==> src/rtl/btn_pkg.sv <==
// Shared types and board defaults for the push-button conditioner.
// Build option: BTN_LONGPRESS_EN enables the long-press hold counter in button_debounce.
package btn_pkg;

    // Debounce FSM states: two stable levels, each with a "waiting to confirm" partner
    typedef enum logic [1:0] {
        RELEASED     = 2'd0,
        PRESS_WAIT   = 2'd1,
        PRESSED      = 2'd2,
        RELEASE_WAIT = 2'd3
    } btn_state_t;

    // Defaults for the 12 MHz board clock
    localparam int DEFAULT_DEBOUNCE_CYCLES = 12000;     // 1 ms
    localparam int DEFAULT_LONG_CYCLES     = 12000000;  // 1 s
    localparam int DEFAULT_CNT_W           = 8;

    // Debounce timer width; the extra bit keeps DEBOUNCE_CYCLES=1 at a legal width
    function automatic int timer_width(input int cycles);
        return $clog2(cycles) + 1;
    endfunction

endpackage

==> src/rtl/button_debounce_if.sv <==
// Button conditioner signal bundle: raw pin in, conditioned level/events out.
// master = the conditioner, slave = the logic consuming the button events.
interface button_debounce_if #(
    parameter int CNT_W = 8
);
    logic             btn_raw;
    logic             btn_level;
    logic             press_pulse;
    logic             release_pulse;
    logic             long_pulse;
    logic [CNT_W-1:0] press_count;

    modport master (
        input  btn_raw,
        output btn_level,
        output press_pulse,
        output release_pulse,
        output long_pulse,
        output press_count
    );

    modport slave (
        output btn_raw,
        input  btn_level,
        input  press_pulse,
        input  release_pulse,
        input  long_pulse,
        input  press_count
    );
endinterface

==> src/rtl/sync_2ff.sv <==
// Two-flop synchroniser for asynchronous board inputs, reset to 0.
// One independent flop pair per bit; no cross-bit coherence is implied.
module sync_2ff #(
    parameter int WIDTH = 1
) (
    input  logic             hwclk,
    input  logic             rst_n,
    input  logic [WIDTH-1:0] d,
    output logic [WIDTH-1:0] q
);

    genvar gi;
    generate
        for (gi = 0; gi < WIDTH; gi++) begin : g_bit
            logic meta_reg;
            logic sync_reg;

            // First flop may go metastable; second gives it a full cycle to settle
            always_ff @(posedge hwclk or negedge rst_n) begin
                if (!rst_n) begin
                    meta_reg <= 1'b0;
                    sync_reg <= 1'b0;
                end else begin
                    meta_reg <= d[gi];
                    sync_reg <= meta_reg;
                end
            end

            assign q[gi] = sync_reg;
        end
    endgenerate

endmodule

==> src/rtl/button_debounce.sv <==
// Push-button conditioner: synchronise, debounce, and emit level, press/release
// pulses, a wrapping press counter and (with BTN_LONGPRESS_EN) a long-press pulse.
// Without BTN_LONGPRESS_EN the hold counter is not built and long_pulse is 0.
module button_debounce
    import btn_pkg::*;
#(
    parameter int DEBOUNCE_CYCLES = DEFAULT_DEBOUNCE_CYCLES,
    parameter int LONG_CYCLES     = DEFAULT_LONG_CYCLES,
    parameter int CNT_W           = DEFAULT_CNT_W
) (
    input  logic              hwclk,
    input  logic              rst_n,
    button_debounce_if.master bus
);

    localparam int TIMER_W = timer_width(DEBOUNCE_CYCLES);
    localparam logic [TIMER_W-1:0] TIMER_LAST = TIMER_W'(DEBOUNCE_CYCLES - 1);

    generate
        if (DEBOUNCE_CYCLES < 1) begin : g_bad_debounce
            $error("button_debounce: DEBOUNCE_CYCLES must be >= 1");
        end
        if (LONG_CYCLES < 1) begin : g_bad_long
            $error("button_debounce: LONG_CYCLES must be >= 1");
        end
    endgenerate

    logic btn_s;

    btn_state_t       state_reg, state_next;
    logic [TIMER_W-1:0] timer_reg, timer_next;
    logic             level_reg, level_next;
    logic             press_pulse_reg, press_pulse_next;
    logic             release_pulse_reg, release_pulse_next;
    logic [CNT_W-1:0] count_reg, count_next;

    sync_2ff #(.WIDTH(1)) u_sync (
        .hwclk (hwclk),
        .rst_n (rst_n),
        .d     (bus.btn_raw),
        .q     (btn_s)
    );

    // State, debounce timer and all event outputs are registered together
    always_ff @(posedge hwclk or negedge rst_n) begin
        if (!rst_n) begin
            state_reg         <= RELEASED;
            timer_reg         <= '0;
            level_reg         <= 1'b0;
            press_pulse_reg   <= 1'b0;
            release_pulse_reg <= 1'b0;
            count_reg         <= '0;
        end else begin
            state_reg         <= state_next;
            timer_reg         <= timer_next;
            level_reg         <= level_next;
            press_pulse_reg   <= press_pulse_next;
            release_pulse_reg <= release_pulse_next;
            count_reg         <= count_next;
        end
    end

    // An edge is accepted only after btn_s holds the new value for the whole timer run;
    // any return to the old value abandons the attempt without an event
    always_comb begin
        state_next         = state_reg;
        timer_next         = timer_reg;
        level_next         = level_reg;
        press_pulse_next   = 1'b0;
        release_pulse_next = 1'b0;
        count_next         = count_reg;
        case (state_reg)
            RELEASED: begin
                if (btn_s) begin
                    state_next = PRESS_WAIT;
                    timer_next = '0;
                end
            end
            PRESS_WAIT: begin
                if (!btn_s) begin
                    state_next = RELEASED;
                end else if (timer_reg == TIMER_LAST) begin
                    state_next       = PRESSED;
                    level_next       = 1'b1;
                    press_pulse_next = 1'b1;
                    count_next       = count_reg + 1'b1;
                end else begin
                    timer_next = timer_reg + 1'b1;
                end
            end
            PRESSED: begin
                if (!btn_s) begin
                    state_next = RELEASE_WAIT;
                    timer_next = '0;
                end
            end
            RELEASE_WAIT: begin
                if (btn_s) begin
                    state_next = PRESSED;
                end else if (timer_reg == TIMER_LAST) begin
                    state_next         = RELEASED;
                    level_next         = 1'b0;
                    release_pulse_next = 1'b1;
                end else begin
                    timer_next = timer_reg + 1'b1;
                end
            end
            default: begin
                state_next = RELEASED;
            end
        endcase
    end

    assign bus.btn_level     = level_reg;
    assign bus.press_pulse   = press_pulse_reg;
    assign bus.release_pulse = release_pulse_reg;
    assign bus.press_count   = count_reg;

`ifdef BTN_LONGPRESS_EN
    localparam int HOLD_W = (LONG_CYCLES > 1) ? $clog2(LONG_CYCLES) : 1;
    localparam logic [HOLD_W-1:0] HOLD_LAST = HOLD_W'(LONG_CYCLES - 1);

    logic [HOLD_W-1:0] hold_reg, hold_next;
    logic              fired_reg, fired_next;
    logic              long_pulse_reg, long_pulse_next;
    logic              holding;

    // Release bounces do not restart the hold time, so RELEASE_WAIT keeps counting
    assign holding = (state_reg == PRESSED) || (state_reg == RELEASE_WAIT);

    // Hold time, once-per-press flag and long pulse registers
    always_ff @(posedge hwclk or negedge rst_n) begin
        if (!rst_n) begin
            hold_reg       <= '0;
            fired_reg      <= 1'b0;
            long_pulse_reg <= 1'b0;
        end else begin
            hold_reg       <= hold_next;
            fired_reg      <= fired_next;
            long_pulse_reg <= long_pulse_next;
        end
    end

    // Restart on each accepted press; saturate at the last count and fire only once
    always_comb begin
        hold_next       = hold_reg;
        fired_next      = fired_reg;
        long_pulse_next = 1'b0;
        if (press_pulse_next) begin
            hold_next  = '0;
            fired_next = 1'b0;
        end else if (holding) begin
            if (hold_reg == HOLD_LAST) begin
                if (!fired_reg) begin
                    long_pulse_next = 1'b1;
                    fired_next      = 1'b1;
                end
            end else begin
                hold_next = hold_reg + 1'b1;
            end
        end
    end

    assign bus.long_pulse = long_pulse_reg;
`else
    assign bus.long_pulse = 1'b0;
`endif

endmodule
==> src/flat_wrapper.sv <==
// flat-port wrapper written by rule: the top's interface ports become plain ports
module button_debounce_flat import btn_pkg::*;
#(
    parameter int DEBOUNCE_CYCLES = DEFAULT_DEBOUNCE_CYCLES,
    parameter int LONG_CYCLES     = DEFAULT_LONG_CYCLES,
    parameter int CNT_W           = DEFAULT_CNT_W
)
  (hwclk, rst_n, bus_btn_raw, bus_btn_level, bus_press_pulse, bus_release_pulse, bus_long_pulse, bus_press_count);
  button_debounce_if #(.CNT_W(CNT_W)) bus_i ();
  input  logic hwclk;
  input  logic rst_n;
  input wire logic [$bits(bus_i.btn_raw)-1:0] bus_btn_raw;
  output wire logic [$bits(bus_i.btn_level)-1:0] bus_btn_level;
  output wire logic [$bits(bus_i.press_pulse)-1:0] bus_press_pulse;
  output wire logic [$bits(bus_i.release_pulse)-1:0] bus_release_pulse;
  output wire logic [$bits(bus_i.long_pulse)-1:0] bus_long_pulse;
  output wire logic [$bits(bus_i.press_count)-1:0] bus_press_count;
  assign bus_i.btn_raw = bus_btn_raw;
  assign bus_btn_level = bus_i.btn_level;
  assign bus_press_pulse = bus_i.press_pulse;
  assign bus_release_pulse = bus_i.release_pulse;
  assign bus_long_pulse = bus_i.long_pulse;
  assign bus_press_count = bus_i.press_count;
  button_debounce #(.DEBOUNCE_CYCLES(DEBOUNCE_CYCLES), .LONG_CYCLES(LONG_CYCLES), .CNT_W(CNT_W)) u_core (.hwclk(hwclk), .rst_n(rst_n), .bus(bus_i));
endmodule
==> config.mk <==
export PLATFORM = sky130hd
export DESIGN_NAME = button_debounce_flat
export DESIGN_NICKNAME = d
export VERILOG_FILES = /design/src/rtl/btn_pkg.sv /design/src/rtl/button_debounce_if.sv /design/src/rtl/sync_2ff.sv /design/src/rtl/button_debounce.sv /design/src/flat_wrapper.sv
export SDC_FILE = /design/constraint.sdc
export NUM_CORES = 1
export LEC_CHECK = 0
export ABC_AREA = 1
export ABC_CLOCK_PERIOD_IN_PS = 2100
export BUFFER_PORTS_ARGS = -buffer_cell sky130_fd_sc_hd__buf_4
export CORE_MARGIN = 1.5
export CORE_UTILIZATION = 40
export CTS_BUF_LIST = sky130_fd_sc_hd__clkbuf_2
export DETAILED_ROUTE_END_ITERATION = 8
export GPL_TIMING_DRIVEN = 0
export PLACE_DENSITY = 0.57
export SETUP_SLACK_MARGIN = 0.3
export SYNTH_ARGS = -nofsm -noshare
export SYNTH_HDL_FRONTEND = slang
export SYNTH_SLANG_ARGS = --single-unit
==> constraint.sdc <==
create_clock -name hwclk -period 2.1 [get_ports hwclk]
set_input_delay 0 -clock hwclk [delete_from_list [all_inputs] [get_ports hwclk]]
set_output_delay 0 -clock hwclk [all_outputs]
set_load 0.02 [all_outputs]
==> results of run 1 <==
## logic make-up (layout without fill, tap and decap cells)
group / after synthesis / in the layout
other: 1 / 1
flip-flops: 30 / 30
XOR/XNOR: 9 / 9
buffers and inverters: 27 / 52
AND/OR/NAND/NOR: 153 / 153
adder cells (fa/ha/maj): 2 / 2
AO/OA/AOI/OAI: 17 / 17
## power groups by stage
stage                     Sequential [mW]  Combinational [mW]  Clock [mW]
final                               0.598              0.0730       0.427
after global routing                0.600              0.0823       0.459
after CTS                           0.598              0.0688       0.433
after detailed placement            0.609              0.0654           0
after global placement              0.609              0.0644           0
after floorplan                     0.607              0.0402           0
## metrics by stage
step           hold slack (ps)  power (mW)  cell area, sq um  setup slack, ps
3_5_place_dp             -33.8       0.674              2000              449
5_1_grt                   75.2        1.14              2100              325
6_report                  57.0        1.10              2100              470
2_1_floorplan             -296       0.647              1840              640
4_1_cts                   66.9        1.10              2090              431
3_3_place_gp             -41.3       0.673              2000              483
## path summary, 6_finish.rpt
check,slack [ps],to,start
max,470,u_core.bus.press_count[0],u_core.timer_reg[0]
min,60,u_core.bus.press_count[6],rst_n
max reg2reg,470,u_core.bus.press_count[0],u_core.timer_reg[0]
min reg2reg,380,u_core.u_sync.q,u_core.u_sync.g_bit[0].meta_reg
max in group asynchronous,1750,u_core.bus.press_count[0],rst_n
min in group hwclk,260,u_core.u_sync.g_bit[0].meta_reg,bus_btn_raw
## final cells by class
type	count	area, sq um	area share
Multi-Input combinational cell	182	971	0.461
Sequential cell	30	751	0.357
Timing Repair Buffer	17	133	0.0630
Inverter	22	83.8	0.0398
Tap cell	52	65.1	0.0309
Clock inverter	3	40.0	0.0190
Buffer	5	36.3	0.0172
Clock buffer	5	25.0	0.0119
## worst reg2reg max path, cell delays in order (launching register included)
cell and delay, ps:
dfrtp_1 430, ha_1 260, nand2_2 130, nor2_8 160, nand3_2 100, nor2_4 210, nand2_4 100, xnor2_2 140
## Yosys cell counts
master / number / area, sq um
buf_2: 2 / 10.0
buf_4: 1 / 7.51
buf_8: 1 / 15.0
clkbuf_1: 1 / 3.75
clkinv_2: 1 / 5.00
conb_1: 1 / 3.75
dfrtp_1: 30 / 751
ha_1: 2 / 25.0
inv_1: 15 / 56.3
inv_2: 6 / 22.5
nand2_1: 68 / 255
nand2_2: 5 / 31.3
nand2_4: 2 / 22.5
nand3_1: 26 / 130
nand3_2: 4 / 40.0
nand3b_1: 2 / 15.0
nand4_1: 9 / 56.3
nor2_1: 25 / 93.8
nor2_2: 4 / 25.0
nor2_4: 2 / 22.5
nor2_8: 1 / 20.0
nor3_1: 4 / 20.0
nor3_4: 1 / 16.3
o21ai_0: 7 / 35.0
o21ai_1: 4 / 20.0
o21ai_2: 4 / 35.0
o21bai_1: 2 / 15.0
xnor2_1: 1 / 8.76
xnor2_2: 1 / 16.3
xor2_1: 7 / 61.3
## cells in the final DEF (no fill, tap or decap), types with 5 or more instances in the layout
master    netlist  layout
nand2_1        68      68
buf_4           1      16
nand2_2         5       5
nand4_1         9       9
o21ai_0         7       7
clkbuf_2        0       5
nand3_1        26      26
inv_1          15      15
dfrtp_1        30      30
nor2_2          4       5
nor2_1         25      24
xor2_1          7       7
inv_2           6       6
## per-layer routing
layer	GRT usage	vias to the layer above	share of wire
met5	0	-	0
met4	0.0755	0	0.015
met3	0.0342	6	0.028
met2	0.254	26	0.44
met1	0.257	713	0.52
li1	-	825	-
## timing repair
action,4_1_cts,5_1_grt
endpoints found under the setup margin,0,3
hold buffers,2,0
hold endpoints to repair,31,0
setup buffers,0,2
resized for setup,0,1
==> results.sh, run 1 <==
export IMPL_drcViolationCount=0
export IMPL_final_util=0.480
export IMPL_via_per_inst=4.97
export IMPL_route_vias_total=1570
export IMPL_die_x_um=70.8
export IMPL_drive_gt1_frac=0.223
export IMPL_synth_cell_types=30
export IMPL_syn_cell_area_sq_um=1840
export IMPL_drtPass1Iterations=4
export IMPL_antenna_found_initial=0
export IMPL_clkPwrFrac=0.389
export IMPL_skew_ps=14.7
export IMPL_synthAdderAreaFrac=0.0136
export IMPL_r2r_cells=7
export IMPL_synth_xor_area_frac=0.0469
export IMPL_ys_seq_area_frac=0.408
export IMPL_cts_root_buffer="clkbuf_2"
export IMPL_layout_nets=268
export IMPL_crit_fanout=6
export IMPL_rsz0062_at_grt="no"
export IMPL_drtIter0Drc=62
export IMPL_drv_cap=0
export IMPL_power_density_nw_per_um2=522
export IMPL_critPathArrivalTime_ps=1910
export IMPL_crit_path_max_incr_delay_ps=430
export IMPL_syn_to_final_growth_pct=14.4
export IMPL_critPathKind="reg2reg"
export IMPL_cts_buffer_depth=2
export IMPL_finalNonFillerCells=316
export IMPL_tightestPinTransition_ps=526
export IMPL_cp_end_kind="flip-flop"
export IMPL_p_sw_frac=0.261
export IMPL_synthSimpleGateAreaFrac=0.407
export IMPL_max_freq_mhz=614
export IMPL_p_int_mw=0.811
export IMPL_synth_compound_area_frac=0.0571
export IMPL_ant_nets=0
export IMPL_fill_cells=445
export IMPL_place_detailed_hpwl_um=2850
export IMPL_combPwrFrac=0.066
export IMPL_grt_pass1_vias=1439
export IMPL_cts_buffers_inserted=5
export IMPL_dieArea_sq_um=5010
export IMPL_max_slew_margin=0.648
export IMPL_min_period_ps=1630
export IMPL_path_clk_slew_ps=180
export IMPL_fin_crit_sh=0.776
export IMPL_largest_register_ffs=15
export IMPL_slew_viol_final=0
export IMPL_ys_ff_latch=30
export IMPL_grt_pass1_wl_um=6870
export IMPL_routedWlPerCell_um=12.8
export IMPL_ioPinCount=15
export IMPL_portBuffers=13
export IMPL_synthCells=239
export IMPL_vdd_drop_max_uv=299
export IMPL_globalRouteTotalUtil=0.176
export IMPL_num_rows=24
export IMPL_required_ps=2380
export IMPL_power_leakage_nw=1.04
export IMPL_antennaDiodeCount=0
export IMPL_fin_setup_tns_ps=0
export IMPL_placed_cells=304
export IMPL_clk_latency_ps=390
export IMPL_floorplan_initialDensity=0.420
export IMPL_min_path_type="in2async"
export IMPL_synth_top_family_by_area="simple AND/OR/NAND/NOR gates"
export IMPL_core_area_sq_um=4380
export IMPL_outcome="complete, no violations"
export IMPL_pwr_share_seq=0.545
export IMPL_switching_power_mw=0.287
export IMPL_yosys_mux_area_fraction=0
export IMPL_syn_nets=244
export IMPL_hold_viol=0
export IMPL_crit_buf_inv=0
export IMPL_start_kind="flip-flop"
export IMPL_setup_viol=0
export IMPL_crit_cells=7
export IMPL_syn_avg_cell_area_sq_um=7.70
export IMPL_overflow=0
export IMPL_die_h_um=70.8
export IMPL_crit_chain="ha_1 -> nand2_2 -> nor2_8 -> nand3_2 -> nor2_4 -> nand2_4 -> xnor2_2"
export IMPL_ys_warn_count=0
export IMPL_grt_max_degree=31
export IMPL_htree_num_levels=2
export IMPL_gp_congestion=0.863
export IMPL_clock_sinks=30
export IMPL_cp_top_family="simple AND/OR/NAND/NOR gates"
export IMPL_slowest_stage="dfrtp_1"
export IMPL_cts_tree="yes"
export IMPL_wl_um=4060
(Power assumes the default switching activity.)
==> run 2: changes to the inputs <==
--- a/config.mk
+++ b/config.mk
@@ -6,7 +6,7 @@
 export NUM_CORES = 1
 export LEC_CHECK = 0
 export ABC_AREA = 1
-export ABC_CLOCK_PERIOD_IN_PS = 2100
+export ABC_CLOCK_PERIOD_IN_PS = 1700
 export BUFFER_PORTS_ARGS = -buffer_cell sky130_fd_sc_hd__buf_4
 export CORE_MARGIN = 1.5
 export CORE_UTILIZATION = 40
==> constraint.sdc (replaced) <==
create_clock -name hwclk -period 1.7 [get_ports hwclk]
set_input_delay 0 -clock hwclk [delete_from_list [all_inputs] [get_ports hwclk]]
set_output_delay 0 -clock hwclk [all_outputs]
set_load 0.02 [all_outputs]
==> run 2 against run 1 <==
Net effect:
- hold slack better by 22 ps
- maximum frequency grew 8.8%
- global-route usage hardly changed
- critical endpoint is now u_core.timer_reg[13]
- register-to-register slack got worse by 270 ps
==> results.sh, run 2 (synthesized netlist as in run 1, its figures left out) <==
export IMPL_cp_endpoint="u_core.timer_reg[13]"
export IMPL_start_kind="flip-flop"
export IMPL_clkPwrFrac=0.364
export IMPL_layout_nets=278
export IMPL_cts_root_buffer="clkbuf_2"
export IMPL_drv_cap=0
export IMPL_setup_viol=0
export IMPL_portBuffers=13
export IMPL_ant_nets=0
export IMPL_hold_viol=0
export IMPL_die_h_um=70.8
export IMPL_power_density_nw_per_um2=581
export IMPL_clock_sinks=30
export IMPL_tightestPinTransition_ps=508
export IMPL_min_period_ps=1500
export IMPL_ioPinCount=15
export IMPL_worst_slack_ps=203
export IMPL_switching_power_mw=0.343
export IMPL_grt_pass1_vias=1457
export IMPL_antennaDiodeCount=0
export IMPL_cp_end_kind="flip-flop"
export IMPL_max_freq_mhz=668
export IMPL_r2r_cells=9
export IMPL_p_sw_frac=0.253
export IMPL_antenna_found_initial=0
export IMPL_required_ps=2000
export IMPL_globalRouteTotalUtil=0.176
export IMPL_route_vias_total=1635
export IMPL_critPathKind="reg2reg"
export IMPL_vdd_drop_max_uv=448
export IMPL_dp_slack_ps=151
export IMPL_pwr_share_seq=0.548
export IMPL_min_path_type="in2async"
export IMPL_cts_tree="yes"
export IMPL_power_mw=1.36
export IMPL_power_leakage_nw=1.10
export IMPL_slew_viol_final=0
export IMPL_num_rows=24
export IMPL_combPwrFrac=0.088
export IMPL_final_common_cell="nand2_1"
export IMPL_outcome="complete, no violations"
export IMPL_routedWlPerCell_um=13.2
export IMPL_fin_crit_sh=0.881
export IMPL_fin_area_sq_um=2340
export IMPL_layout_common_cells="nand2_1 (66), dfrtp_1 (23), nand3_1 (22), buf_4 (22), nor2_1 (18)"
export IMPL_wl_um=4300
export IMPL_cts_buffers_inserted=5
export IMPL_grt_pass1_wl_um=6960
export IMPL_gp_congestion=0.823
export IMPL_dieArea_sq_um=5010
export IMPL_critPathLaunch="u_core.timer_reg[1]"
export IMPL_overflow=0
export IMPL_drcViolationCount=0
export IMPL_skew_ps=20.5
export IMPL_htree_num_levels=2
export IMPL_place_detailed_hpwl_um=2820
export IMPL_drtPass1Iterations=4
export IMPL_crit_fanout=5
export IMPL_core_area_sq_um=4380
export IMPL_floorplan_initialDensity=0.420
export IMPL_fin_setup_tns_ps=0
export IMPL_grt_max_degree=31
export IMPL_p_int_mw=1.01
export IMPL_r2r_setup_slack_ps=200
export IMPL_placed_cells=304
export IMPL_r2r_start="u_core.timer_reg[1]"
export IMPL_drtIter0Drc=102
export IMPL_largest_register_ffs=15
export IMPL_rsz0062_at_grt="yes"
export IMPL_critPathArrivalTime_ps=1800
export IMPL_syn_to_final_growth_pct=27.0
export IMPL_drive_gt1_frac=0.326
export IMPL_path_clk_slew_ps=170
export IMPL_die_x_um=70.8
export IMPL_max_slew_margin=0.662
export IMPL_cts_buffer_depth=2
export IMPL_finalNonFillerCells=325
export IMPL_via_per_inst=5.03
export IMPL_placed_area_sq_um=2010
export IMPL_r2r_end="u_core.timer_reg[13]"
export IMPL_clk_latency_ps=370
[run 2: changes by cell type in the layout (fill, tap and decap cells not counted), sizes merged]
| cell | change |
|---|---|
| buf | +8 |
| clkbuf | +1 |
| clkinv | -1 |
| nor2 | +1 |
[run 2: worst max-delay path, stage by stage, from the launching register on]
cell and delay [ps]:
dfrtp_1 450, ha_4 190, nand2_4 70, nor2_8 160, nand3_4 90, nor2_4 200
nor2_2 100, nand2_2 60, nand2_1 50, nand2_1 60
[run 2: final cells by class]
cell class              count  area [sq um]
well taps                  52          65.1
repair buffers             26           234
fillers                   422          2050
inverters                  22          83.8
multi-input cells         183          1090
flip-flops and latches     30           759
clock buffers               5          25.0
clock inverters             2          33.8
plain buffers               5          42.5
[run 2: stage by stage]
stage	util	hold slack, ps
after global routing	0.533	87.5
after global placement	0.459	-37.9
final	0.533	78.5
after CTS	0.497	62.7
after floorplan	-	-296
after detailed placement	0.459	-38.3
[run 2: worst min-delay path by stage]
stage | start | end | cells after the start
2_1_floorplan | rst_n | asynchronous set/reset pin | 0
3_3_place_gp | rst_n | u_core.timer_reg[0] | 1
3_5_place_dp | rst_n | u_core.timer_reg[2] | 1
4_1_cts | rst_n | u_core.timer_reg[12] | 2
5_1_grt | rst_n | u_core.timer_reg[12] | 2
6_report | rst_n | u_core.timer_reg[12] | 2
[run 2: repair_timing]
item	4_1_cts	5_1_grt
buffers inserted	7	3
cloned	0	2
endpoints found under the setup margin	26	27
endpoints found under the hold margin	31	0
gates resized for setup	8	29
hold buffers	2	0
pin swaps	6	6
[run 2: layer usage]
metal	global-route usage	vias up	routed length [um]	share of wire
li1	-	841	-	-
met1	0.257	756	2090	0.49
met2	0.255	32	2000	0.46
met3	0.0370	6	151	0.035
met4	0.0692	0	60	0.014
met5	0	-	0	0
[run 2: power by group through the flow]
stage	clock, mW	sequential [mW]	combinational (mW)
6_report	0.494	0.743	0.119
3_3_place_gp	0	0.755	0.0835
5_1_grt	0.533	0.745	0.133
4_1_cts	0.511	0.742	0.104
2_1_floorplan	0	0.753	0.0523
3_5_place_dp	0	0.755	0.0835
==> run 3: changes to the inputs <==
--- a/config.mk
+++ b/config.mk
@@ -17,4 +17,5 @@
 export SETUP_SLACK_MARGIN = 0.3
 export SYNTH_ARGS = -nofsm -noshare
 export SYNTH_HDL_FRONTEND = slang
+export SYNTH_HIERARCHICAL = 1
 export SYNTH_SLANG_ARGS = --single-unit
==> run 3 against run 2 <==
Net effect:
- clock skew increased by 9.7 ps
- power decreased by 13%
- core utilization decreased by 0.92 points
- critical path type unchanged
- register-to-register slack improved by 80 ps
- synthesized cell count decreased by 14%
- sequential power about the same
==> results.sh, run 3 <==
export IMPL_final_common_cell="nand2_1"
export IMPL_worst_slack_ps=285
export IMPL_synth_largest_area_cell="dfrtp_1"
export IMPL_setup_viol=0
export IMPL_vdd_drop_max_uv=349
export IMPL_overflow=0
export IMPL_clk_latency_ps=380
export IMPL_finalNonFillerCells=291
export IMPL_ioPinCount=15
export IMPL_htree_num_levels=2
export IMPL_skew_ps=30.2
export IMPL_netlist_top_cells_count="nand2_1 (60), dfrtp_1 (30), inv_1 (18)"
export IMPL_min_path_type="in2async"
export IMPL_cts_buffer_depth=2
export IMPL_max_slew_margin=0.639
export IMPL_cts_buffers_inserted=5
export IMPL_async_flop_share=1.00
export IMPL_drtIter0Drc=40
export IMPL_slew_viol_final=0
export IMPL_antennaDiodeCount=0
export IMPL_grt_pass1_vias=1263
export IMPL_syn_avg_cell_area_sq_um=8.20
export IMPL_drv_cap=0
export IMPL_syn_to_final_growth_pct=24.9
export IMPL_syn_cell_area_sq_um=1690
export IMPL_via_per_inst=4.72
export IMPL_route_vias_total=1374
export IMPL_grt_pass1_wl_um=5800
export IMPL_layout_nets=246
export IMPL_tightestPinTransition_ps=539
export IMPL_largest_register_ffs=15
export IMPL_core_area_sq_um=4030
export IMPL_power_mw=1.18
export IMPL_fin_setup_tns_ps=0
export IMPL_yosysMostFrequentCell="nand2_1"
export IMPL_min_period_ps=1410
export IMPL_cts_root_buffer="clkbuf_2"
export IMPL_critPathKind="reg2reg"
export IMPL_globalRouteTotalUtil=0.170
export IMPL_ys_seq_area_frac=0.444
export IMPL_synth_top_area_frac=0.444
export IMPL_wl_um=3400
export IMPL_layout_common_cells="nand2_1 (58), dfrtp_1 (27), buf_4 (23)"
export IMPL_start_kind="flip-flop"
export IMPL_drtPass1Iterations=4
export IMPL_placed_cells=269
export IMPL_ys_warn_count=6
export IMPL_drive_gt1_frac=0.328
export IMPL_synth_edf_count=0
export IMPL_seq_area_sq_um=754
export IMPL_fin_crit_sh=0.832
export IMPL_floorplan_initialDensity=0.419
export IMPL_dp_slack_ps=89.6
export IMPL_antenna_found_initial=0
export IMPL_routedWlPerCell_um=11.7
export IMPL_drcViolationCount=0
export IMPL_die_x_um=68.0
export IMPL_power_density_nw_per_um2=560
export IMPL_rsz0062_at_grt="yes"
export IMPL_power_leakage_nw=0.996
export IMPL_ant_nets=0
export IMPL_gp_congestion=0.808
export IMPL_outcome="complete, no violations"
export IMPL_syn_nets=211
export IMPL_hold_viol=0
export IMPL_synthTopCellsByArea="dfrtp_1 (44%), nand2_1 (13%), xor2_1 (6.2%)"
export IMPL_required_ps=2000
export IMPL_dieArea_sq_um=4620
export IMPL_multi_input_area_sq_um=903
export IMPL_die_h_um=68.0
export IMPL_portBuffers=13
export IMPL_max_freq_mhz=707
export IMPL_critPathArrivalTime_ps=1720
export IMPL_synthCells=206
export IMPL_clock_sinks=30
export IMPL_path_clk_slew_ps=180
export IMPL_crit_fanout=4
export IMPL_cts_tree="yes"
export IMPL_fill_cells=399
export IMPL_synth_cell_types=26
export IMPL_grt_max_degree=31
export IMPL_num_rows=23
export IMPL_cp_end_kind="flip-flop"
export IMPL_synth_flop_cell="dfrtp_1"
export IMPL_ys_ff_latch=30
export IMPL_place_detailed_hpwl_um=2250
run 3: cell types whose count changed in the layout (fill, tap and decap cells not counted), sizes merged, moves of 2 or more:
cell,previous run,this run
buf,27,29
nand2,75,69
nand3,30,17
nand4,9,2
nor2,33,23
o21bai,2,0
xnor2,2,5
xor2,7,12
run 3: path summary, 6_finish.rpt:
check	from	endpoint	slack [ps]	cells after the start
max	u_core/timer_reg[1]	u_core/bus.press_count[5]	290	8
min	rst_n	u_core/bus.press_count[7]	60	2
max reg2reg	u_core/timer_reg[1]	u_core/bus.press_count[5]	290	8
min reg2reg	u_core/u_sync/g_bit[0].meta_reg	u_core/u_sync/q	370	0
max in group asynchronous	rst_n	u_core/timer_reg[9]	1320	2
min in group hwclk	bus_btn_raw	u_core/u_sync/g_bit[0].meta_reg	280	2
run 3: worst max-delay path, stage by stage (launching register included):
cell     delay, ps
dfrtp_1        420
ha_4           180
nand2_2         70
nor2_4         130
nand3_2        100
nor2_4         180
buf_6          130
nand3_1         70
nand2_1         80
run 3: power breakdown:
group	leakage (nW)	internal [mW]	switching, mW	total, mW
Sequential	0.405	0.726	0.0140	0.740
Clock	0.0286	0.0889	0.245	0.334
Combinational	0.562	0.0478	0.0593	0.107
run 3: routing by layer:
| layer | track usage | vias up | wire (um) |
|---|---|---|---|
| li1 | - | 716 | - |
| met1 | 0.214 | 634 | 1600 |
| met2 | 0.272 | 18 | 1620 |
| met3 | 0.0493 | 6 | 117 |
| met4 | 0.0750 | 0 | 67 |
| met5 | 0 | - | 0 |
run 3: layout make-up:
cell class,instances,share of cell area
tap,50,0.0297
timing repair buffer,27,0.108
clock inverter,2,0.00474
clock buffer,5,0.0119
sequential,30,0.358
buffer,5,0.0243
inverter,20,0.0356
multi-input combinational,152,0.428
run 3: logic make-up (layout without fill, tap and decap cells):
logic type      count (synthesis)  in the layout  synth area share
fa+ha+maj                       2              2            0.0148
other cells                     1              1           0.00222
flops                          30             30             0.444
compound gates                 15             15            0.0555
buf+inv                        25             59            0.0696
xor+xnor                       17             17            0.0881
simple gates                  116            117             0.325
run 3: repair_timing:
| item | CTS | global route |
|---|---|---|
| pin swaps | 5 | 3 |
| buffers inserted | 9 | 2 |
| hold endpoints to repair | 31 | 0 |
| resized for setup | 9 | 21 |
| setup endpoints to repair | 26 | 26 |
| hold buffers | 2 | 0 |
| cloned | 0 | 2 |
run 3: through the flow:
stage | hold WS [ps] | utilization | cell area [sq um]
after floorplan | -296 | - | 1690
final | 55.8 | 0.524 | 2110
after CTS | 40.5 | 0.504 | 2030
after global placement | -42.7 | 0.459 | 1850
after global routing | 91.6 | 0.524 | 2110
after detailed placement | -42.2 | 0.459 | 1850
